<file path="src/rtl/uart_rx_os.sv">
// uart_rx_os -- oversampled UART receiver.
//
// The receiver takes a one-clock os_tick strobe running at OS_RATE times
// the baud rate. It locks onto the falling edge of the start bit and samples
// each bit at its mid-point, which gives the largest margin against baud
// mismatch and edge jitter.
//
// Frame format: start (0), DATA_BITS data bits LSB first, an optional
// parity bit, then STOP_BITS stop bits (1).
//
// When the final stop bit has been sampled, the word is presented on
// data_out together with a one-clock data_valid pulse. The parity_err and
// frame_err pulses are asserted in that same cycle.
//
// If a frame ends with the line still low (a break, or a stuck line), the
// receiver parks in BREAK. It does not hunt for a new start bit until the
// line returns high, so a long low level cannot be misread as a string of
// 0x00 frames.

module uart_rx_os #(
  parameter int DATA_BITS  = 8,   // 5..9
  parameter int OS_RATE    = 16,  // even, 8..32
  parameter int PARITY_EN  = 0,   // 1 = parity bit after the data bits
  parameter int PARITY_ODD = 0,   // 1 = odd parity, 0 = even parity
  parameter int STOP_BITS  = 1    // 1..2
) (
  input  logic                 clk,
  input  logic                 rst_n,
  input  logic                 rx,
  input  logic                 os_tick,
  output logic [DATA_BITS-1:0] data_out,
  output logic                 data_valid,
  output logic                 parity_err,
  output logic                 frame_err,
  output logic                 busy
);

  // ---------------------------------------------------------------------
  // Derived sizes and constants
  // ---------------------------------------------------------------------
  localparam int OS_W  = $clog2(OS_RATE);
  localparam int BIT_W = $clog2(DATA_BITS + 1);

  // The start bit is qualified after OS_RATE/2 ticks, i.e. at its centre.
  // Every later bit is sampled one full bit period (OS_RATE ticks) after
  // that, so it is also sampled at its centre.
  localparam logic [OS_W-1:0]  OS_MID    = OS_W'(OS_RATE / 2 - 1);
  localparam logic [OS_W-1:0]  OS_LAST   = OS_W'(OS_RATE - 1);
  localparam logic [BIT_W-1:0] DATA_LAST = BIT_W'(DATA_BITS - 1);
  localparam logic [BIT_W-1:0] STOP_LAST = BIT_W'(STOP_BITS - 1);
  localparam logic             PAR_ODD   = (PARITY_ODD != 0);
  localparam logic             HAS_PAR   = (PARITY_EN != 0);

  // FSM encoding
  localparam logic [2:0] IDLE   = 3'd0;
  localparam logic [2:0] START  = 3'd1;
  localparam logic [2:0] DATA   = 3'd2;
  localparam logic [2:0] PARITY = 3'd3;
  localparam logic [2:0] STOP   = 3'd4;
  localparam logic [2:0] BREAK  = 3'd5;

  // ---------------------------------------------------------------------
  // State
  // ---------------------------------------------------------------------
  logic                 rx_meta;
  logic                 rx_s;
  logic [2:0]           state;
  logic [OS_W-1:0]      os_cnt;
  logic [BIT_W-1:0]     bit_cnt;
  logic [DATA_BITS-1:0] shift_reg;
  logic                 par_flag;   // parity mismatch seen in this frame
  logic                 stop_flag;  // an earlier stop bit sampled low

  // Strobes marking the sampling instants within the current bit.
  logic start_mid;
  logic bit_mid;

  assign start_mid = os_tick && (os_cnt == OS_MID);
  assign bit_mid   = os_tick && (os_cnt == OS_LAST);

  assign busy = (state != IDLE);

  // Two-flop synchronizer for the asynchronous serial line. Both flops
  // reset to the idle (high) level, so no false start is seen after reset.
  // NOTE: non-blocking assignments make rx_meta -> rx_s a true two-stage
  // shift; blocking here would collapse both flops into one.
  always_ff @(posedge clk or negedge rst_n) begin
    if (!rst_n) begin
      rx_meta <= 1'b1;
      rx_s    <= 1'b1;
    end else begin
      rx_meta <= rx;
      rx_s    <= rx_meta;
    end
  end

  // Receive FSM: start qualification, bit timing, shifting, checks, output.
  always_ff @(posedge clk or negedge rst_n) begin
    if (!rst_n) begin
      state      <= IDLE;
      os_cnt     <= '0;
      bit_cnt    <= '0;
      shift_reg  <= '0;
      par_flag   <= 1'b0;
      stop_flag  <= 1'b0;
      data_out   <= '0;
      data_valid <= 1'b0;
      parity_err <= 1'b0;
      frame_err  <= 1'b0;
    end else begin
      // The completion pulses default low, so each can last only one clock.
      data_valid <= 1'b0;
      parity_err <= 1'b0;
      frame_err  <= 1'b0;

      case (state)
        // The line is watched on every clock, not only on ticks, so the
        // bit timing starts from the first clock that shows the edge.
        IDLE: begin
          if (!rx_s) begin
            state     <= START;
            os_cnt    <= '0;
            bit_cnt   <= '0;
            par_flag  <= 1'b0;
            stop_flag <= 1'b0;
          end
        end

        // Confirm the start bit at its centre. If the line is high again
        // by then, the low level was a glitch and is dropped silently.
        START: begin
          if (os_tick) begin
            if (start_mid) begin
              os_cnt <= '0;
              state  <= rx_s ? IDLE : DATA;
            end else begin
              os_cnt <= os_cnt + OS_W'(1);
            end
          end
        end

        // Shift in the data bits, LSB first. After the last data bit the
        // frame continues with the parity bit if enabled, else the stop bits.
        DATA: begin
          if (os_tick) begin
            if (bit_mid) begin
              os_cnt    <= '0;
              shift_reg <= {rx_s, shift_reg[DATA_BITS-1:1]};
              if (bit_cnt == DATA_LAST) begin
                bit_cnt <= '0;
                state   <= HAS_PAR ? PARITY : STOP;
              end else begin
                bit_cnt <= bit_cnt + BIT_W'(1);
              end
            end else begin
              os_cnt <= os_cnt + OS_W'(1);
            end
          end
        end

        // Check the parity bit. The XOR of the data bits and the parity bit
        // must equal 1 for odd parity and 0 for even parity.
        PARITY: begin
          if (os_tick) begin
            if (bit_mid) begin
              os_cnt   <= '0;
              par_flag <= ((^shift_reg) ^ rx_s) != PAR_ODD;
              state    <= STOP;
            end else begin
              os_cnt <= os_cnt + OS_W'(1);
            end
          end
        end

        // Check the stop bits. The word is always delivered, even when an
        // error is flagged. If the line is still low at the final sample,
        // the receiver goes to BREAK instead of treating that low as a
        // new start bit.
        STOP: begin
          if (os_tick) begin
            if (bit_mid) begin
              os_cnt <= '0;
              if (bit_cnt == STOP_LAST) begin
                bit_cnt    <= '0;
                data_out   <= shift_reg;
                data_valid <= 1'b1;
                parity_err <= par_flag;
                frame_err  <= stop_flag | ~rx_s;
                state      <= ((stop_flag | ~rx_s) && !rx_s) ? BREAK : IDLE;
              end else begin
                bit_cnt   <= bit_cnt + BIT_W'(1);
                stop_flag <= stop_flag | ~rx_s;
              end
            end else begin
              os_cnt <= os_cnt + OS_W'(1);
            end
          end
        end

        // Wait for the line to return high before looking for a start bit.
        BREAK: begin
          if (rx_s) begin
            state <= IDLE;
          end
        end

        default: begin
          state <= IDLE;
        end
      endcase
    end
  end

endmodule

</file>
<file path="config.mk">
export PLATFORM = sky130hd
export DESIGN_NAME = uart_rx_os
export DESIGN_NICKNAME = d
export VERILOG_FILES = /design/src/rtl/uart_rx_os.sv
export SDC_FILE = /design/constraint.sdc
export NUM_CORES = 1
export LEC_CHECK = 0
export BUFFER_PORTS_ARGS = -buffer_cell sky130_fd_sc_hd__buf_2
export CAP_MARGIN = 15
export CORE_MARGIN = 5
export CORE_UTILIZATION = 55
export CTS_BUF_LIST = sky130_fd_sc_hd__clkbuf_4 sky130_fd_sc_hd__clkbuf_8
export DETAILED_ROUTE_END_ITERATION = 6
export MAX_ROUTING_LAYER = met4
export PLACE_DENSITY = 0.88
export SYNTH_ARGS = -nofsm -noshare
export SYNTH_HDL_FRONTEND = slang
export SYNTH_SLANG_ARGS = --single-unit
</file>
<file path="constraint.sdc">
create_clock -name clk -period 2 [get_ports clk]
set_input_delay 0.2 -clock clk [delete_from_list [all_inputs] [get_ports clk]]
set_output_delay 0.2 -clock clk [all_outputs]
set_load 0.01 [all_outputs]
</file>
==> key figures, run 1 <==
Outcome
  • Status: finished, final reports clean

Clock network
  • Total CTS buffers: 5
  • Deepest clock path buffer count: 2
  • CTS sink count: 34
  • Worst-path clk slew: ~0.10 ns
  • CTS tree: built
  • H-tree depth: 2
  • Clk Latency, worst-skew pair: 0.33 ns
  • CTS Root Cell: clkbuf_4

Finish
  • Fill count: approximately 230
  • Fin nets: just under 200
  • Layout overhead on the synthesized area: 18.04%
  • Cell area after layout: between 0.002 and 0.0025 mm²
  • Layout cells sized above 1: 0.3627
  • Ant diodes: 0
  • Final Non-Filler Cells: 237

Power
  • Leak pwr: 1.008 nW
  • Cell Int Power: 0.001573 W
  • Combinational group share of total power: 0.436
  • Seq pwr share: 0.354
  • Switching portion of total power: 0.3530
  • Pwr per Cell Area: around 1200 mW/mm²
  • IR drop worst, VDD: a little over 700 µV
  • P_sw: ~0.00086 W
  • Clk network pwr share: 0.210

Synth
  • Synthesis-stage register bit count: 34
  • Synthesized instance count: ~160
  • Warnings from Yosys: 0
  • Count leader, synth: dfrtp_1
  • Asr flop ratio synth: 1.000
  • Syn Area/Cell: ~11 µm²
  • Seq/Total Area, Yosys: 0.4806
  • Post-synth top cells: 32 x dfrtp_1, 20 x mux2_2, 10 x nand2b_1, 9 x nor2_1
  • Post-Syn Area: ~0.0018 mm²
  • Top FF cell, synth: dfrtp_1
  • Post-Syn Nets: 168
  • EDFF count, synth: 0
  • Area contributors post-synth: dfrtp_1 45%, mux2_2 13%, nand2b_1 3.5%
  • Synth unique cells: between 40 and 50
  • Leading area contributor after synthesis: dfrtp_1
  • Yosys top cell area share: 0.4510

Placement
  • Inst Count DP: 223
  • Post-DP HPWL: 2572 µm
  • Placed cell areas: roughly 0.002 mm²
  • Port Buffers: 15
  • GPL Wtd Cong: 0.8599

Floorplan
  • Num ports: 16
  • Die Area: roughly 0.0045 mm²
  • Floorplan Core Area: between 0.003 and 0.004 mm²
  • Row count: 20
  • Initial Util: 0.5768
  • Die X: about 67 µm
  • Die Y: 66.82 µm

Timing
  • Max-slew headroom: 0.5101
  • Slew @ Worst Pin: 0.7349 ns
  • RSZ-0062 raised after global routing: no
  • Tmin final: 1.936 ns
  • Final hold violations: 0
  • Final setup viols: 0
  • Final Max Slew Viols: 0
  • Worst Clk Skew: around 0.0035 ns
  • Fmax: between 500 and 600 MHz
  • Final Cycle Share: 0.9680

Global routing
  • First-pass GRT wire length: roughly 6300 µm
  • Pin count of the biggest net entering global routing: 35
  • Total gr overflow: 0
  • Total Routing Usage GR: 0.1920
  • Initial antenna violation count: 0
  • Vias in the first global route: 1409

Route
  • TritonRoute pass-1 iters: 4
  • DRT antenna net count: 0
  • Final WL: between 3000 and 4000 µm
  • WL per Instance: around 15 µm
  • 1st-iter DRT viols: about 80
  • Vias post-DR: about 1300
  • DRC viols: 0
  • Post-DR vias/cell: roughly 5.6

Worst setup path
  • Setup CP Type: register to register
  • Critical Path RT: roughly 2.3 ns
  • Max FO, Critical Path: 3
  • Setup crit start kind: register
  • Crit path arrival time: roughly 2.2 ns
  • Worst Setup End Kind: register

Min path
  • Worst min path class: register to register

Flow run
  • Max-cap violation count: 0
-- what timing repair did --
action / 4_1_cts / 5_1_grt
gates resized for setup: 3 / 4
endpoints found under the setup margin: 3 / 6
pin swaps: 1 / 2
hold endpoints to repair: 33 / 0
buffers inserted: 2 / 2
hold buffers: 2 / 0
-- path summary, 6_finish.rpt --
path	start	endpoint	slack, ns	cells after the start
max	bit_cnt[0]	bit_cnt[3]	0.06	6
min reg2reg	rx_meta	rx_s	0.37	0
max in group asynchronous	rst_n	shift_reg[2]	1.06	2
max reg2reg	bit_cnt[0]	bit_cnt[3]	0.06	6
min in group asynchronous	rst_n	os_cnt[2]	0.47	2
min	rx_meta	rx_s	0.37	0
-- stage by stage --
step | setup TNS, ns | power (W) | setup WS, ns | hold WS, ns | utilization
after floorplan | 0 | 0.001545 | 0.06740 | -0.09559 | -
after global placement | 0 | 0.001742 | 0.04749 | 0.2915 | 0.6321
after detailed placement | -0.1798 | 0.001814 | -0.09110 | 0.3021 | 0.6321
after CTS | 0 | 0.002385 | 0.01023 | 0.3667 | 0.6728
after global routing | 0 | 0.002592 | 0.004205 | 0.3822 | 0.6809
final | 0 | 0.002431 | 0.06399 | 0.3671 | 0.6809
-- power by group through the flow --
stage | combinational [W] | clock, W | sequential [W]
floorplan | 0.000707 | 0 | 0.000839
global placement | 0.000879 | 0 | 0.000863
detailed placement | 0.000939 | 0 | 0.000875
CTS | 0.00100 | 0.000525 | 0.000860
global route | 0.00116 | 0.000557 | 0.000872
finish | 0.00106 | 0.000510 | 0.000860
-- cell type report --
| class | instances | area, µm² | share of cell area |
|---|---|---|---|
| multi-input combinational | 113 | 874.6 | 0.4173 |
| sequential | 34 | 853.3 | 0.4072 |
| timing repair buffer | 32 | 207.7 | 0.09910 |
| tap | 44 | 55.05 | 0.02627 |
| clock buffer | 7 | 52.55 | 0.02507 |
| clock inverter | 1 | 30.03 | 0.01433 |
| inverter | 6 | 22.52 | 0.01075 |
-- per-layer routing --
metal / GRT usage / wire length [µm]
met5: - / 0
met4: 0.07868 / 87
met3: 0.04553 / 154
met2: 0.3280 / 1888
met1: 0.2157 / 1491
-- cell families (layout without fill, tap and decap cells) --
family,count (synthesis),count (layout),synth area share
adder cells (fa/ha/maj),3,3,0.02114
AO/OA/AOI/OAI,30,30,0.1212
flip-flops,34,34,0.4806
multiplexers,20,20,0.1269
AND/OR/NAND/NOR,51,51,0.1663
XOR/XNOR,9,9,0.04440
buffers and inverters,14,46,0.03945
-- cells in the final DEF, fill, tap and decap left out, types with 4 or more instances in the layout --
master     n
mux2_2    20
o21ai_0    8
dfrtp_1   32
nor2_1     8
nand3_1    5
inv_1      6
a21oi_1    7
nand2_1    8
nand2b_1  10
clkbuf_4   7
xnor2_1    7
buf_2     15
buf_4     15
nor3b_1    4
-- critical path: stages, from the launching register on --
cell and delay, ns:
dfrtp_1 0.41, buf_4 0.15, ha_1 0.22, a311o_1 0.31, a21boi_1 0.17, or4b_1 0.52, o221ai_1 0.08
Note: power is estimated with default switching activity, not from simulation.
==> run 2, diff against run 1 <==
Settings changed: RECOVER_POWER set to 25.
==> key figures, run 2 (synthesis gave the netlist of run 1 again) <==
Finish
  • Cell area after layout: roughly 0.0021 mm²
  • Layout overhead on the synthesized area: 17.83%
  • Final Non-Filler Cells: 237
  • Layout cells sized above 1: 0.3472
  • Ant diodes: 0
  • Fill count: 232
  • Fin nets: 199
  • Most frequent cells in the layout: 32 x dfrtp_1, 20 x mux2_2, 15 x buf_4
  • Commonest non-fill, non-tap cell in the layout: dfrtp_1

Floorplan
  • Initial Util: 0.5768
  • Die Y: roughly 67 µm
  • Die X: about 67 µm
  • Floorplan Core Area: between 0.003 and 0.004 mm²
  • Die Area: about 0.0045 mm²
  • Num ports: 16
  • Row count: 20

Timing
  • Max-slew headroom: 0.4546
  • RSZ-0062 raised after global routing: no
  • Worst Clk Skew: 0.003918 ns
  • Slew @ Worst Pin: ~0.82 ns
  • Tmin final: 1.937 ns
  • Fmax: 516.2 MHz
  • Final setup viols: 0
  • Final Hold Slack: 0.3670 ns
  • Final Max Slew Viols: 0
  • Final hold violations: 0
  • Final Cycle Share: 0.9686

Worst setup path
  • Worst Setup End Kind: register
  • FF-to-FF setup slack: 0.06 ns
  • Reg2Reg Depth: 6
  • Setup CP Type: register to register
  • Crit path arrival time: between 2 and 2.5 ns
  • Crit path to: bit_cnt[3]
  • Worst r2r src: bit_cnt[0]
  • Setup crit start kind: register
  • Worst flop-to-flop path endpoint: bit_cnt[3]
  • Critical Path RT: approximately 2.3 ns
  • Setup crit start: bit_cnt[0]
  • Max FO, Critical Path: 3

Power
  • Leak pwr: between 0.9 and 1 nW
  • IR drop worst, VDD: 705.6 µV
  • Pwr per Cell Area: between 1000 and 1500 mW/mm²
  • Final Power: around 0.0024 W

Clock network
  • Worst-path clk slew: approximately 0.1 ns
  • CTS Root Cell: clkbuf_4
  • Total CTS buffers: 5
  • Clk Latency, worst-skew pair: ~0.33 ns
  • CTS tree: built
  • Deepest clock path buffer count: 2
  • CTS sink count: 34
  • H-tree depth: 2

Min path
  • Worst min path class: register to register
  • Hold_sp: rx_meta

Placement
  • Placed cell areas: between 0.0015 and 0.002 mm²
  • Inst Count DP: roughly 220
  • GPL Wtd Cong: approximately 0.86
  • Post-DP HPWL: around 2600 µm
  • Port Buffers: 15

Global routing
  • First-pass GRT wire length: between 6000 and 7000 µm
  • Initial antenna violation count: 0
  • Vias in the first global route: ~1400
  • Total Routing Usage GR: 0.1920
  • Total gr overflow: 0
  • Pin count of the biggest net entering global routing: 35

Route
  • Metal3 WL: 123 µm
  • Post-DR vias/cell: between 5 and 6
  • DRT antenna net count: 0
  • DRC viols: 0
  • DR top layer: met4
  • 1st-iter DRT viols: 66
  • Vias post-DR: roughly 1300
  • Met2 wire length: 1891 µm
  • WL per Instance: approximately 15 µm
  • Met1 Routed Length: about 1500 µm
  • TritonRoute pass-1 iters: 4
  • Final WL: roughly 3600 µm

Outcome
  • Status: finished, final reports clean

Flow run
  • Max-cap violation count: 0
## run 2: what timing repair did
item	4_1_cts	5_1_grt
setup endpoints to repair	3	6
pin swaps	1	2
resized for setup	3	4
endpoints found under the hold margin	33	0
hold buffers	2	0
setup buffers	2	2
## run 2: layer usage
metal,track usage,up-vias
li1,-,633
met1,0.2157,646
met2,0.3280,26
met3,0.04553,12
met4,0.07868,0
met5,-,-
## run 2: cell type report
class,count,area (µm²),share of cell area
Clock buffer,7,52.55,0.02512
Clock inverter,1,30.03,0.01435
Inverter,6,22.52,0.01077
Multi-Input combinational cell,113,874.6,0.4181
Sequential cell,34,853.3,0.4079
Tap cell,44,55.05,0.02632
Timing Repair Buffer,32,203.9,0.09749
## run 2: stage by stage
step | util | worst slack [ns] | TNS (ns)
6_report | 0.6797 | 0.06271 | 0
5_1_grt | 0.6797 | 0.004205 | 0
4_1_cts | 0.6728 | 0.01023 | 0
3_5_place_dp | 0.6321 | -0.09110 | -0.1798
3_3_place_gp | 0.6321 | 0.04749 | 0
2_1_floorplan | - | 0.06740 | 0
## run 2: critical path, cell delays in order (launching register included)
cell,delay (ns)
dfrtp_1,0.41
buf_4,0.15
ha_1,0.22
a311o_1,0.31
a21boi_1,0.17
or4b_1,0.52
o221ai_1,0.08
## run 2: worst min path at each step
stage / endpoint / slack, ns / cells after the start
detailed placement: os_cnt[2] / 0.30 / 1
global placement: os_cnt[2] / 0.29 / 1
global route: rx_s / 0.38 / 0
finish: rx_s / 0.37 / 0
CTS: rx_s / 0.37 / 0
floorplan: bit_cnt[0] / -0.1 / 0
## run 2: where the power goes
part,switching [W],internal (W),total (W)
sequential,0.0000939,0.000767,0.000861
combinational,0.000547,0.000514,0.00106
clock,0.000217,0.000292,0.000509
